File: src/rtl/pio_pkg.sv
// Shared definitions for the pio control-port command bridge: action codes,
// header layout and the parser state encoding.
package pio_pkg;

  localparam logic [3:0] ACT_INSTR   = 4'd1;
  localparam logic [3:0] ACT_PEND    = 4'd2;
  localparam logic [3:0] ACT_PULL    = 4'd3;
  localparam logic [3:0] ACT_PUSH    = 4'd4;
  localparam logic [3:0] ACT_PINS    = 4'd5;
  localparam logic [3:0] ACT_EN      = 4'd6;
  localparam logic [3:0] ACT_DIV     = 4'd7;
  localparam logic [3:0] ACT_SIDESET = 4'd8;
  localparam logic [3:0] ACT_IMM     = 4'd9;

  localparam int HDR_MARKER = 7;

  typedef enum logic [2:0] {
    ST_HDR, ST_IDX, ST_DAT, ST_ISSUE, ST_WAIT, ST_RESP
  } bridge_state_e;

  function automatic logic is_valid_action(input logic [3:0] a);
    return (a != 4'd0) && (a <= ACT_IMM);
  endfunction

  function automatic logic [7:0] byte_of(input logic [31:0] w, input logic [1:0] i);
    return w[8*i +: 8];
  endfunction

endpackage

File: src/rtl/pio_cmd_bridge.sv
// Host byte-stream to pio control-port bridge: parses 6-byte command packets
// into single-cycle strobes and returns dout as 4 bytes after pull commands.
module pio_cmd_bridge
  import pio_pkg::*;
#(
  parameter int TIMEOUT_CYCLES = 1000000,
  parameter int RESP_DELAY     = 2
) (
  input  logic        clk,
  input  logic        reset,
  input  logic [7:0]  rx_data,
  input  logic        rx_valid,
  output logic        rx_ready,
  output logic [7:0]  tx_data,
  output logic        tx_valid,
  input  logic        tx_ready,
  output logic [3:0]  action,
  output logic [4:0]  index,
  output logic [1:0]  mindex,
  output logic [31:0] din,
  input  logic [31:0] dout
);

  localparam int TW = (TIMEOUT_CYCLES > 1) ? $clog2(TIMEOUT_CYCLES) : 1;
  localparam int DW = (RESP_DELAY > 1) ? $clog2(RESP_DELAY) : 1;
  localparam logic [TW-1:0] T_LAST = TW'(TIMEOUT_CYCLES - 1);
  localparam logic [DW-1:0] D_LAST = DW'(RESP_DELAY - 1);

  bridge_state_e state;
  logic [1:0]    cnt;
  logic [TW-1:0] tcnt;
  logic [DW-1:0] wcnt;
  logic [3:0]    act_sh;
  logic [1:0]    mindex_sh;
  logic [4:0]    index_sh;
  logic [23:0]   din_sh;
  logic [31:0]   resp;
  logic          rx_xfer;
  logic          timeout;

  assign rx_xfer = rx_valid & rx_ready;
  assign timeout = (tcnt == T_LAST);

  always_ff @(posedge clk) begin
    if (reset) begin
      state     <= ST_HDR;
      cnt       <= '0;
      tcnt      <= '0;
      wcnt      <= '0;
      act_sh    <= '0;
      mindex_sh <= '0;
      index_sh  <= '0;
      din_sh    <= '0;
      resp      <= '0;
      rx_ready  <= 1'b0;
      tx_data   <= '0;
      tx_valid  <= 1'b0;
      action    <= '0;
      index     <= '0;
      mindex    <= '0;
      din       <= '0;
    end else begin
      action <= '0;
      if (rx_xfer || state == ST_HDR)
        tcnt <= '0;
      else if (state == ST_IDX || state == ST_DAT)
        tcnt <= tcnt + 1'b1;

      case (state)
        ST_HDR: begin
          rx_ready <= 1'b1;
          if (rx_xfer && rx_data[HDR_MARKER] && is_valid_action(rx_data[3:0])) begin
            act_sh    <= rx_data[3:0];
            mindex_sh <= rx_data[5:4];
            state     <= ST_IDX;
          end
        end
        ST_IDX: begin
          if (rx_xfer) begin
            index_sh <= rx_data[4:0];
            cnt      <= '0;
            state    <= ST_DAT;
          end else if (timeout) begin
            state <= ST_HDR;
          end
        end
        ST_DAT: begin
          if (rx_xfer) begin
            cnt <= cnt + 2'd1;
            case (cnt)
              2'd0: din_sh[7:0]   <= rx_data;
              2'd1: din_sh[15:8]  <= rx_data;
              2'd2: din_sh[23:16] <= rx_data;
              default: begin
                // strobe lands in the ISSUE cycle, so load outputs on entry
                action   <= act_sh;
                index    <= index_sh;
                mindex   <= mindex_sh;
                din      <= {rx_data, din_sh};
                rx_ready <= 1'b0;
                state    <= ST_ISSUE;
              end
            endcase
          end else if (timeout) begin
            state <= ST_HDR;
          end
        end
        ST_ISSUE: begin
          wcnt <= '0;
          if (act_sh == ACT_PULL) begin
            state <= ST_WAIT;
          end else begin
            rx_ready <= 1'b1;
            state    <= ST_HDR;
          end
        end
        ST_WAIT: begin
          if (wcnt == D_LAST) begin
            resp     <= dout;
            tx_data  <= dout[7:0];
            tx_valid <= 1'b1;
            cnt      <= '0;
            state    <= ST_RESP;
          end else begin
            wcnt <= wcnt + 1'b1;
          end
        end
        ST_RESP: begin
          if (tx_ready) begin
            if (cnt == 2'd3) begin
              tx_valid <= 1'b0;
              rx_ready <= 1'b1;
              state    <= ST_HDR;
            end else begin
              cnt     <= cnt + 2'd1;
              tx_data <= byte_of(resp, cnt + 2'd1);
            end
          end
        end
        default: state <= ST_HDR;
      endcase
    end
  end

endmodule

File: config.mk
export PLATFORM = sky130hd
export DESIGN_NAME = pio_cmd_bridge
export DESIGN_NICKNAME = d
export VERILOG_FILES = /design/src/rtl/pio_pkg.sv /design/src/rtl/pio_cmd_bridge.sv
export SDC_FILE = /design/constraint.sdc
export NUM_CORES = 1
export LEC_CHECK = 0
export CAP_MARGIN = 20
export CORE_UTILIZATION = 30
export CTS_BUF_LIST = sky130_fd_sc_hd__clkbuf_2
export DETAILED_ROUTE_END_ITERATION = 8
export PLACE_DENSITY = 0.52
export SLEW_MARGIN = 20
export SYNTH_ARGS = -nofsm -noshare
export SYNTH_HDL_FRONTEND = slang
export SYNTH_SLANG_ARGS = --single-unit
File: constraint.sdc
create_clock -name clk -period 3.1 [get_ports clk]
set_input_delay 0.93 -clock clk [delete_from_list [all_inputs] [get_ports clk]]
set_output_delay 0.93 -clock clk [all_outputs]
set_load 0.005 [all_outputs]
# Yosys cells after proc, flatten, opt, wreduce, memory -nomap -nowiden
# Cells that the tools add are included.
# word_totals
regBits	146
inputBits	44
output_inout_bits	53
elab_cells	106
# classes
add_sub_neg	3
n_lt_le_gt_ge	1
n_eq_ne	20
shifts	1
muxes	32
bitwise	4
reduce_logical	27
# op_table
operator	count
32-bit by 6-bit variable part select with 8-bit output	1
3-bit 2-to-1 mux	9
8-bit 2-to-1 mux	3
20-bit by 1-bit adder with 20-bit output (second input constant)	1
20-bit == test (second input constant)	1
3-bit case mux with 6 select lines	1
2-bit inequality test (second input constant)	8
8-bit case mux with 2 select lines	1
3-bit AND reduction	4
6-bit AND reduction	2
4-bit nonzero test	3
2-bit 2-to-1 mux	5
1-bit 2-to-1 mux	9
2-bit case mux with 4 select lines	1
4-bit AND reduction	2
3-bit by 2-bit == test with 1-bit output (second input constant)	2
3-bit == test (second input constant)	2
2-bit AND reduction	3
6-bit OR reduction	1
5-bit AND reduction	1
2-bit == test (second input constant)	2
4-bit by 2-bit == test with 1-bit output (second input constant)	1
4-bit <= comparator (second input constant)	1
1-bit case mux with 2 select lines	2
16 further kinds	22

# Longest topological paths before layout
# Gate-level depths: netlist (run 1).
# depth
word_depth	5
ltp_mapped	8
ltp_nobuf	5

# Worst setup path after synthesis (run 1)
# No wires, ideal clock.
# synth_timing
kind	register -> register
from	reg cnt[0]
to	reg tx_data[0]
setup_ns	0.133
arrival_time_ns	2.202
required_time_ns	2.967
path_slack_ns	0.764
stages_incl_launch_ff	8
path_buffers	2
period_less_slack_ns	2.336
path_cell_list	dfxtp_1 clkbuf_1 inv_1 ha_1 clkbuf_1 mux4_2 nand2_1 a311oi_1
# synth_via
elab_chain_len	5
elab_cells_between_ends	8
cone_classes	1 x add/sub; 2 x eq/ne; 1 x shift; 3 x mux; 1 x reduce/logical
# synth_lines
item	line	source
from (decl)	pio_cmd_bridge.sv:30	logic [1:0] cnt;
from (signal assigned)	pio_cmd_bridge.sv:89	cnt <= cnt + 2'd1;
from (signal assigned)	pio_cmd_bridge.sv:135	cnt <= cnt + 2'd1;
2-bit by 1-bit adder with 2-bit output	pio_cmd_bridge.sv:136	tx_data <= byte_of(resp, cnt + 2'd1);
32-bit by 6-bit variable part select with 8-bit output	pio_pkg.sv:26	return w[8*i +: 8];
8-bit 2-to-1 mux	pio_cmd_bridge.sv:130	if (cnt == 2'd3) begin
8-bit 2-to-1 mux	pio_cmd_bridge.sv:129	if (tx_ready) begin
8-bit case mux with 2 select lines	pio_cmd_bridge.sv:69	case (state)
to (signal assigned)	pio_cmd_bridge.sv:120	tx_data <= dout[7:0];
to (signal assigned)	pio_cmd_bridge.sv:136	
to (decl)	pio_cmd_bridge.sv:14	output logic [7:0] tx_data,
# Parallel ways exist; a longest one is shown, timed or not. The select of a mux whose other input is x is not followed.
# A chain may end at the register's enable or synchronous reset.

# Worst setup path in the final report (run 1)
# layout_timing
from	reg rx_ready
to	out rx_ready
# layout_lines
item	line	source
from (decl)	pio_cmd_bridge.sv:13	output logic rx_ready,
from (signal assigned)	pio_cmd_bridge.sv:55	rx_ready <= 1'b0;
from (signal assigned)	pio_cmd_bridge.sv:71	rx_ready <= 1'b1;
from (signal assigned)	pio_cmd_bridge.sv:100	rx_ready <= 1'b0;
# No word-level cell between the ends.

==> impl_metrics.ini, run 1 <==
[timing]
fin_worst_skew_ps = 31.0
timing.final.crit_share_pct = 88.1
finalHoldViolations = 0
hold_slack_ps = 434
worst_slew_pin_slew_ps = 586
maxSlewViolCount = 0
rsz0062_at_grt = no
slew_headroom_pct = 60.9
post-route-min-period_ps = 2730
finalSetupTns_ps = 0
setup_violations = 0
max_freq_mhz = 366
finalWorstSetupSlack_ps = 368

[place]
dp_cells = 1009
port_buffers = 96
gp_congestion = 0.776
dp_slack_ps = 348
dp_hpwl_mm = 10.5

[die]
die_height_um = 142
die_x_um = 142
start_util_pct = 31.0
core_area_sq_um = 19000
rows = 50
io_pins = 97
die-area_sq_um = 20200

[detailed_routing]
drt_iter0_drc = 323
wl_per_cell_um = 14.5
via_per_inst = 4.75
wl_mm = 15.2
via_count = 4954
dr.pass1.iters = 4
ant_nets = 0
route.detailed.drc = 0

[critical_path]
reg2reg_depth = 4
crit_path_end_kind = output pin
cp_max_fo = 7
required_ps = 2170
arrival_ps = 1800
path_buf_inv = 1
cp_num_cells = 1
startpoint_type = register
rrSetupSlack_ps = 840
critPathKind = reg -> out
cp_slowest_stage_delay_ps = 560
cp_cell_sequence = clkdlybuf4s50_1
path_delay_family = buffers and inverters
cp_slowest_cell = clkdlybuf4s50_1

[power]
p_per_area_nw_per_um2 = 446
irDropWorstVdd_v = 0.000188
leakage_uw = 0.00265

[clock_tree]
clk_pin_slew_ps = 210
clk_path_buf_depth = 2
cts_hold_buf = 0
clkSinkCount = 146
h-tree-depth = 4
ctsResizeCount = 0
insertion_delay_ps = 730
cts_setup_buffers = 0
tritoncts = built
cts_root_buf = clkbuf_2
numCtsBuffers = 17

[grt]
grt_start_max_net_pins = 52
antenna_found_initial = 1
grt_use_total_pct = 15.7
grt_pass1_wl_mm = 24.8
overflow = 0
grt_pass1_vias = 4820

[synth]
yosysTopAreaCell = dfxtp_1
synth_ff_type = dfxtp_1
synth_edf_count = 0
synth_cell_type_count = 45
async_flop_share_pct = 0
ys_seq_area_share_pct = 49.7
postSynthCellCount = 682
synth_fp_nets = 731
synth_top_area_share_pct = 49.7
synthTopCellsByArea = dfxtp_1 50%, nand2_1 11%, a21oi_1 7.6%
yosysWarnings = 0
synth-seq-cells = 146
avgSynthCellArea_sq_um = 8.62
synth.cell_area_sq_um = 5880

[final_layout]
fin_cells = 1042
final_layout_size_suffix_gt1_share_pct = 8.07
final_nets = 817
areaGrowthSynthToFinish_pct = 25.8

[hold_path]
hold_path_depth = 2
hold_path_class = reg -> reg

[run_status]
status = finished, final reports clean

[job]
drv_cap = 0
## layout by cell type, fill, tap and decap left out, drive strengths merged, types with 10 or more instances in the layout
cell type        n
nand2          171
dfxtp          146
clkdlybuf4s50   95
a21oi           89
nor2            55
mux2i           35
nand3           23
clkbuf          17
buf             17
or4             11
o31ai           10
## state kept, by name, summed over array words and instances (netlist names)
name and cells:
din 32, resp 32, din_sh 24, tcnt 20
tx_data 8, index 5, index_sh 5, act_sh 4
action 4, state 3, cnt 2, mindex 2
mindex_sh 2, rx_ready 1, tx_valid 1, wcnt 1
## kinds of logic after synthesis
kind of cell               Yosys count  share of synthesized area (%)
and+or+nand+nor                    300                           22.5
DFF                                146                           49.7
adders and majority gates            5                           1.06
muxes                               44                           9.21
xor gates and xnor gates             9                           1.47
buffers and inverters               50                           3.55
AOI/OAI and AO/OA                  128                           12.5
## area by class of cell
cell class	instances	area, sq um
clock inverter	15	204
sequential	146	2920
inverter	5	18.8
fill	1940	11600
timing repair buffer	112	1090
multi-input combinational	486	2750
antenna	1	2.50
tap	260	325
clock buffer	17	85.1
## per-stage QoR
stage	util [%]	total power [uW]	area, sq um
after floorplan	-	1980	5880
after global placement	37.5	2070	7110
after detailed placement	37.5	2070	7110
after CTS	39.0	3340	7400
after global routing	39.0	3440	7400
final	39.0	3300	7400
## layer usage
metal	vias to the layer above	track usage, %	share of wire, %
met1	2318	20.8	47
met5	-	0	0
met2	100	25.1	48
met3	15	3.90	3.9
met4	0	4.58	1.1
li1	2521	-	-
## report_power, final
group | switching (uW) | leakage (uW) | internal [uW]
clock | 723 | 0.000165 | 540
combinational | 72.5 | 0.00131 | 69.5
sequential | 8.21 | 0.00118 | 1890
## worst paths after layout
check,startpoint,endpoint
worst min-delay path,din_sh[23]$_SDFFE_PP0P_,din[23]$_SDFFE_PP0P_
worst max-delay path,rx_ready$_SDFFE_PP0P_,rx_ready
worst max register to register,state[0]$_SDFFE_PP0P_,tcnt[17]$_SDFFE_PP0P_
worst min register to register,din_sh[23]$_SDFFE_PP0P_,din[23]$_SDFFE_PP0P_
## cells in the mapped netlist, drive strengths merged (2+ instances only)
library cell / instances
nand2: 171
nor3b: 2
mux4: 8
and2: 8
a31oi: 2
o31ai: 10
a21oi: 89
or3: 2
or4: 11
o221ai: 2
nand4: 4
and3: 8
xnor2: 5
o21ai: 9
a311oi: 9
ha: 5
nand3: 23
nor2b: 2
nor2: 55
mux2i: 35
nor4: 2
nor4b: 3
xor2: 4
buf: 8
inv: 5
dfxtp: 146
clkbuf: 37
nor3: 5
nand4b: 2
Power figures use the tool's default switching activity.
==> run 2, diff against run 1 <==
--- a/config.mk
+++ b/config.mk
@@ -9,7 +9,8 @@
 export CORE_UTILIZATION = 30
 export CTS_BUF_LIST = sky130_fd_sc_hd__clkbuf_2
 export DETAILED_ROUTE_END_ITERATION = 8
-export PLACE_DENSITY = 0.52
+export DONT_BUFFER_PORTS = 1
+export PLACE_DENSITY = 0.46
 export SLEW_MARGIN = 20
 export SYNTH_ARGS = -nofsm -noshare
 export SYNTH_HDL_FRONTEND = slang
==> impl_metrics.ini, run 2 (synthesis gave the netlist of run 1 again) <==
[clock_tree]
clkSinkCount = 146
cts_root_buf = clkbuf_2
cts_hold_buf = 0
numCtsBuffers = 17
tritoncts = built
clk_path_buf_depth = 2
h-tree-depth = 4
ctsResizeCount = 0
cts_setup_buffers = 0
insertion_delay_ps = 710
clk_pin_slew_ps = 230

[critical_path]
crit_path_end_kind = register
cp_cell_sequence = xor2_1 > nand4b_2 > or4_1 > a21oi_1
startpoint_type = register
critPathKind = reg -> reg
r2r_end = tcnt[17]$_SDFFE_PP0P_
rrSetupSlack_ps = 890
arrival_ps = 2840
cp_slowest_cell = dfxtp_1
r2r-start = state[0]$_SDFFE_PP0P_
cp_max_fo = 15
reg2reg_depth = 4
cp_slowest_stage_delay_ps = 740
required_ps = 3730

[final_layout]
final_nets = 712
layout_common_cells = 171 x nand2_1, 146 x dfxtp_1, 89 x a21oi_1
layout_commonest_cell = nand2_1
final_layout_size_suffix_gt1_share_pct = 7.56
multi_input_area_sq_um = 2750
reg_top3 = din (32), resp (32), din_sh (24)
seqCellArea_sq_um = 2920
nFillCells = 2014
areaGrowthSynthToFinish_pct = 7.06

[power]
p_per_area_nw_per_um2 = 478
leakage_uw = 0.00223
irDropWorstVdd_v = 0.000215

[timing]
worst_slew_pin_slew_ps = 831
post-route-min-period_ps = 2210
slew_headroom_pct = 44.6
fin_worst_skew_ps = 43.8
timing.final.crit_share_pct = 71.2
rsz0062_at_grt = no
finalSetupTns_ps = 0
finalHoldViolations = 0
hold_slack_ps = 257
maxSlewViolCount = 0
setup_violations = 0
max_freq_mhz = 453

[detailed_routing]
via_per_inst = 4.93
route.detailed.drc = 0
wl_mm = 14.6
via_count = 4613
dr.pass1.iters = 5
ant_nets = 0
wl_per_cell_um = 15.5
drt_iter0_drc = 238

[grt]
antenna_found_initial = 1
overflow = 0
grt_pass1_wl_mm = 23.8
grt_start_max_net_pins = 126
grt_pass1_vias = 4541
grt_use_total_pct = 15.2

[hold_path]
hold_path_class = in -> reg
hold_end = index[3]$_SDFFE_PP0P_
hold_path_depth = 1
min-delay-start = reset

[die]
core_area_sq_um = 19000
rows = 50
io_pins = 97
die_height_um = 142
die_x_um = 142
die-area_sq_um = 20200
start_util_pct = 31.0

[place]
gp_congestion = 0.744
dp_hpwl_mm = 9.70
port_buffers = 0

[run_status]
status = finished, final reports clean

[job]
drv_cap = 0
## run 2: critical path: cells and delay by family, from the launching register on
family                    cells  cell delay [ps]
and+or+nand+nor               2              920
xor gates and xnor gates      1              360
DFF                           1              740
AOI/OAI and AO/OA             1              150
## run 2: worst max-delay path by stage
stage,startpoint,to,slack [ps]
global placement,rx_valid,tcnt[13]$_SDFFE_PP0P_,730
CTS,rx_ready$_SDFFE_PP0P_,rx_ready,870
global route,state[2]$_SDFFE_PP0P_,cnt[1]$_SDFFE_PP0P_,720
detailed placement,rx_valid,tcnt[13]$_SDFFE_PP0P_,730
floorplan,cnt[0]$_SDFFE_PP0P_,tx_data[0]$_SDFFE_PP0P_,760
finish,state[0]$_SDFFE_PP0P_,tcnt[17]$_SDFFE_PP0P_,890
## run 2: stage by stage
stage / utilization (%) / worst slack (ps) / total power [uW] / cells / area (sq um)
floorplan: - / 764 / 1980 / 682 / 5880
global placement: 32.0 / 728 / 1970 / 904 / 6070
detailed placement: 32.0 / 729 / 1970 / 904 / 6070
CTS: 33.2 / 870 / 3050 / 935 / 6290
global route: 33.2 / 722 / 3140 / 936 / 6300
finish: 33.2 / 894 / 3010 / 936 / 6300
## run 2: final cells by class
class | count | area share, %
multi-input cells | 486 | 43.7
diodes | 1 | 0.0397
inverters | 5 | 0.298
well taps | 260 | 5.17
flip-flops and latches | 146 | 46.4
repair buffers | 7 | 0.834
clock buffers | 18 | 1.43
clock inverters | 13 | 2.15
## run 2: report_power, final
part | internal, uW | switching, uW | total (uW)
logic | 16.9 | 20.6 | 37.5
clock network | 368 | 712 | 1080
registers | 1890 | 8.76 | 1890
total | 2270 | 742 | 3010
## run 2: routing by layer
metal | routed length [um] | part of all wire (%) | GRT usage (%) | vias up
met2 | 6690 | 46 | 23.9 | 109
met3 | 989 | 6.8 | 5.69 | 12
li1 | - | - | - | 2319
met1 | 6700 | 46 | 19.1 | 2173
met4 | 163 | 1.1 | 4.64 | 0
met5 | 0 | 0 | 0 | -
==> run 3, diff against run 2 <==
==> constraint.sdc (replaced) <==
create_clock -name clk -period 2.2 [get_ports clk]
set_input_delay 0.66 -clock clk [delete_from_list [all_inputs] [get_ports clk]]
set_output_delay 0.66 -clock clk [all_outputs]
set_load 0.005 [all_outputs]
==> impl_metrics.ini, run 3 (synthesis gave the netlist of run 1 again) <==
[run_status]
status = finished, final reports clean

[hold_path]
hold_end = index[4]$_SDFFE_PP0P_
hold_path_class = in -> reg
min-delay-start = reset
hold_path_depth = 1

[timing]
post-route-min-period_ps = 2060
worst_slew_pin_slew_ps = 428
timing.final.crit_share_pct = 93.5
maxSlewViolCount = 0
slew_headroom_pct = 71.4
rsz0062_at_grt = no
finalWorstSetupSlack_ps = 142
finalHoldViolations = 0
setup_violations = 0
max_freq_mhz = 486
fin_worst_skew_ps = 40.2
finalSetupTns_ps = 0

[critical_path]
critPathKind = reg -> reg
arrival_ps = 2690
path_buf_inv = 3
r2r-start = state[0]$_SDFFE_PP0P_
cp_max_fo = 10
cp_slowest_cell = dlygate4sd3_1
cp_cell_sequence = buf_4 > nor2_2 > and3_1 > buf_4 > nand2_1 > a21oi_1 > dlygate4sd3_1
cpMostUsedCell = buf_4
crit_path_end_kind = register
reg2reg_depth = 7
required_ps = 2830
r2r_end = resp[0]$_SDFFE_PP0P_
startpoint_type = register
rrSetupSlack_ps = 140
cp_slowest_stage_delay_ps = 560
path_delay_family = buffers and inverters

[power]
netSwitchingPower_uw = 1120
clock_power_share_pct = 34.0
power_frac_seq_pct = 64.4
switching_share_pct = 27.1
power_uw = 4150
pwr-share-comb_pct = 1.6
irDropWorstVdd_v = 0.000245
leakage_uw = 0.00239
p_int_uw = 3020
p_per_area_nw_per_um2 = 635

[final_layout]
reg_top3 = din (32), resp (32), din_sh (24)
layout_common_cells = 171 x nand2_1, 144 x dfxtp_1, 89 x a21oi_1
multi_input_area_sq_um = 2750
nFillCells = 2029
seqCellArea_sq_um = 2930
layout_commonest_cell = nand2_1
fin_util_pct = 34.4
areaGrowthSynthToFinish_pct = 10.9
final_layout_size_suffix_gt1_share_pct = 10.1
final_nets = 738

[die]
core_area_sq_um = 19000
rows = 50
die-area_sq_um = 20200
io_pins = 97
die_x_um = 142
start_util_pct = 31.0
die_height_um = 142

[clock_tree]
clk_pin_slew_ps = 250
cts_root_buf = clkbuf_2
numCtsBuffers = 17
clkSinkCount = 146
clk_path_buf_depth = 2
h-tree-depth = 4
tritoncts = built
insertion_delay_ps = 700

[detailed_routing]
wl_mm = 14.9
ant_nets = 0
wl_per_cell_um = 15.5
dr.pass1.iters = 6
via_per_inst = 4.89
route.detailed.drc = 0
via_count = 4716
drt_iter0_drc = 231

[grt]
grt_pass1_wl_mm = 24.1
overflow = 0
antenna_found_initial = 1
grt_use_total_pct = 15.4
grt_start_max_net_pins = 126
grt_pass1_vias = 4576

[place]
dp_hpwl_mm = 10.1
gp_congestion = 0.767
dp_slack_ps = 240
port_buffers = 0

[job]
drv_cap = 0
-- run 3: final cells by class --
class | count | area share [%]
clock buffers | 17 | 1.30
well taps | 260 | 4.99
inverters | 5 | 0.288
multi-input cells | 486 | 42.2
repair buffers | 33 | 4.45
clock inverters | 15 | 1.88
diodes | 2 | 0.0767
flip-flops and latches | 146 | 44.8
-- run 3: repair_timing --
item / in CTS / in global routing
setup endpoints to repair: 0 / 3
hold endpoints to repair: 120 / 115
hold buffers: 5 / 7
buffers inserted: 0 / 0
gates resized for setup: 0 / 3
-- run 3: per-stage QoR --
stage / std cells / area [sq um] / hold WS (ps)
5_1_grt: 964 / 6530 / -144
3_3_place_gp: 918 / 6190 / 440
4_1_cts: 955 / 6440 / -98.2
2_1_floorplan: 682 / 5880 / 432
6_report: 964 / 6530 / 6.33
3_5_place_dp: 918 / 6190 / 442
-- run 3: metal layers --
layer	track usage, %	vias up	share of wire [%]
met2	24.0	94	45
met1	19.9	2243	48
met3	5.32	10	5.9
met5	0	-	0
met4	4.64	0	0.92
li1	-	2369	-
-- run 3: power groups by stage --
stage	clock (uW)	sequential, uW	combinational (uW)
2_1_floorplan	0	2710	79.7
3_3_place_gp	0	2720	61.3
3_5_place_dp	0	2720	61.6
4_1_cts	1480	2670	62.4
5_1_grt	1600	2680	70.7
6_report	1410	2670	64.4
-- run 3: worst max path at each step --
stage                                startpoint                      end  slack (ps)  depth (start not counted)
final                     state[0]$_SDFFE_PP0P_     resp[0]$_SDFFE_PP0P_         140                          7
after global routing       tcnt[0]$_SDFFE_PP0P_    state[1]$_SDFFE_PP0P_          10                          6
after CTS                 state[0]$_SDFFE_PP0P_     resp[7]$_SDFFE_PP0P_          20                          7
after detailed placement             rx_data[1]   act_sh[2]$_SDFFE_PP0P_         240                          4
after global placement               rx_data[1]   act_sh[0]$_SDFFE_PP0P_         290                          4
after floorplan             cnt[0]$_SDFFE_PP0P_  tx_data[0]$_SDFFE_PP0P_          70                          7
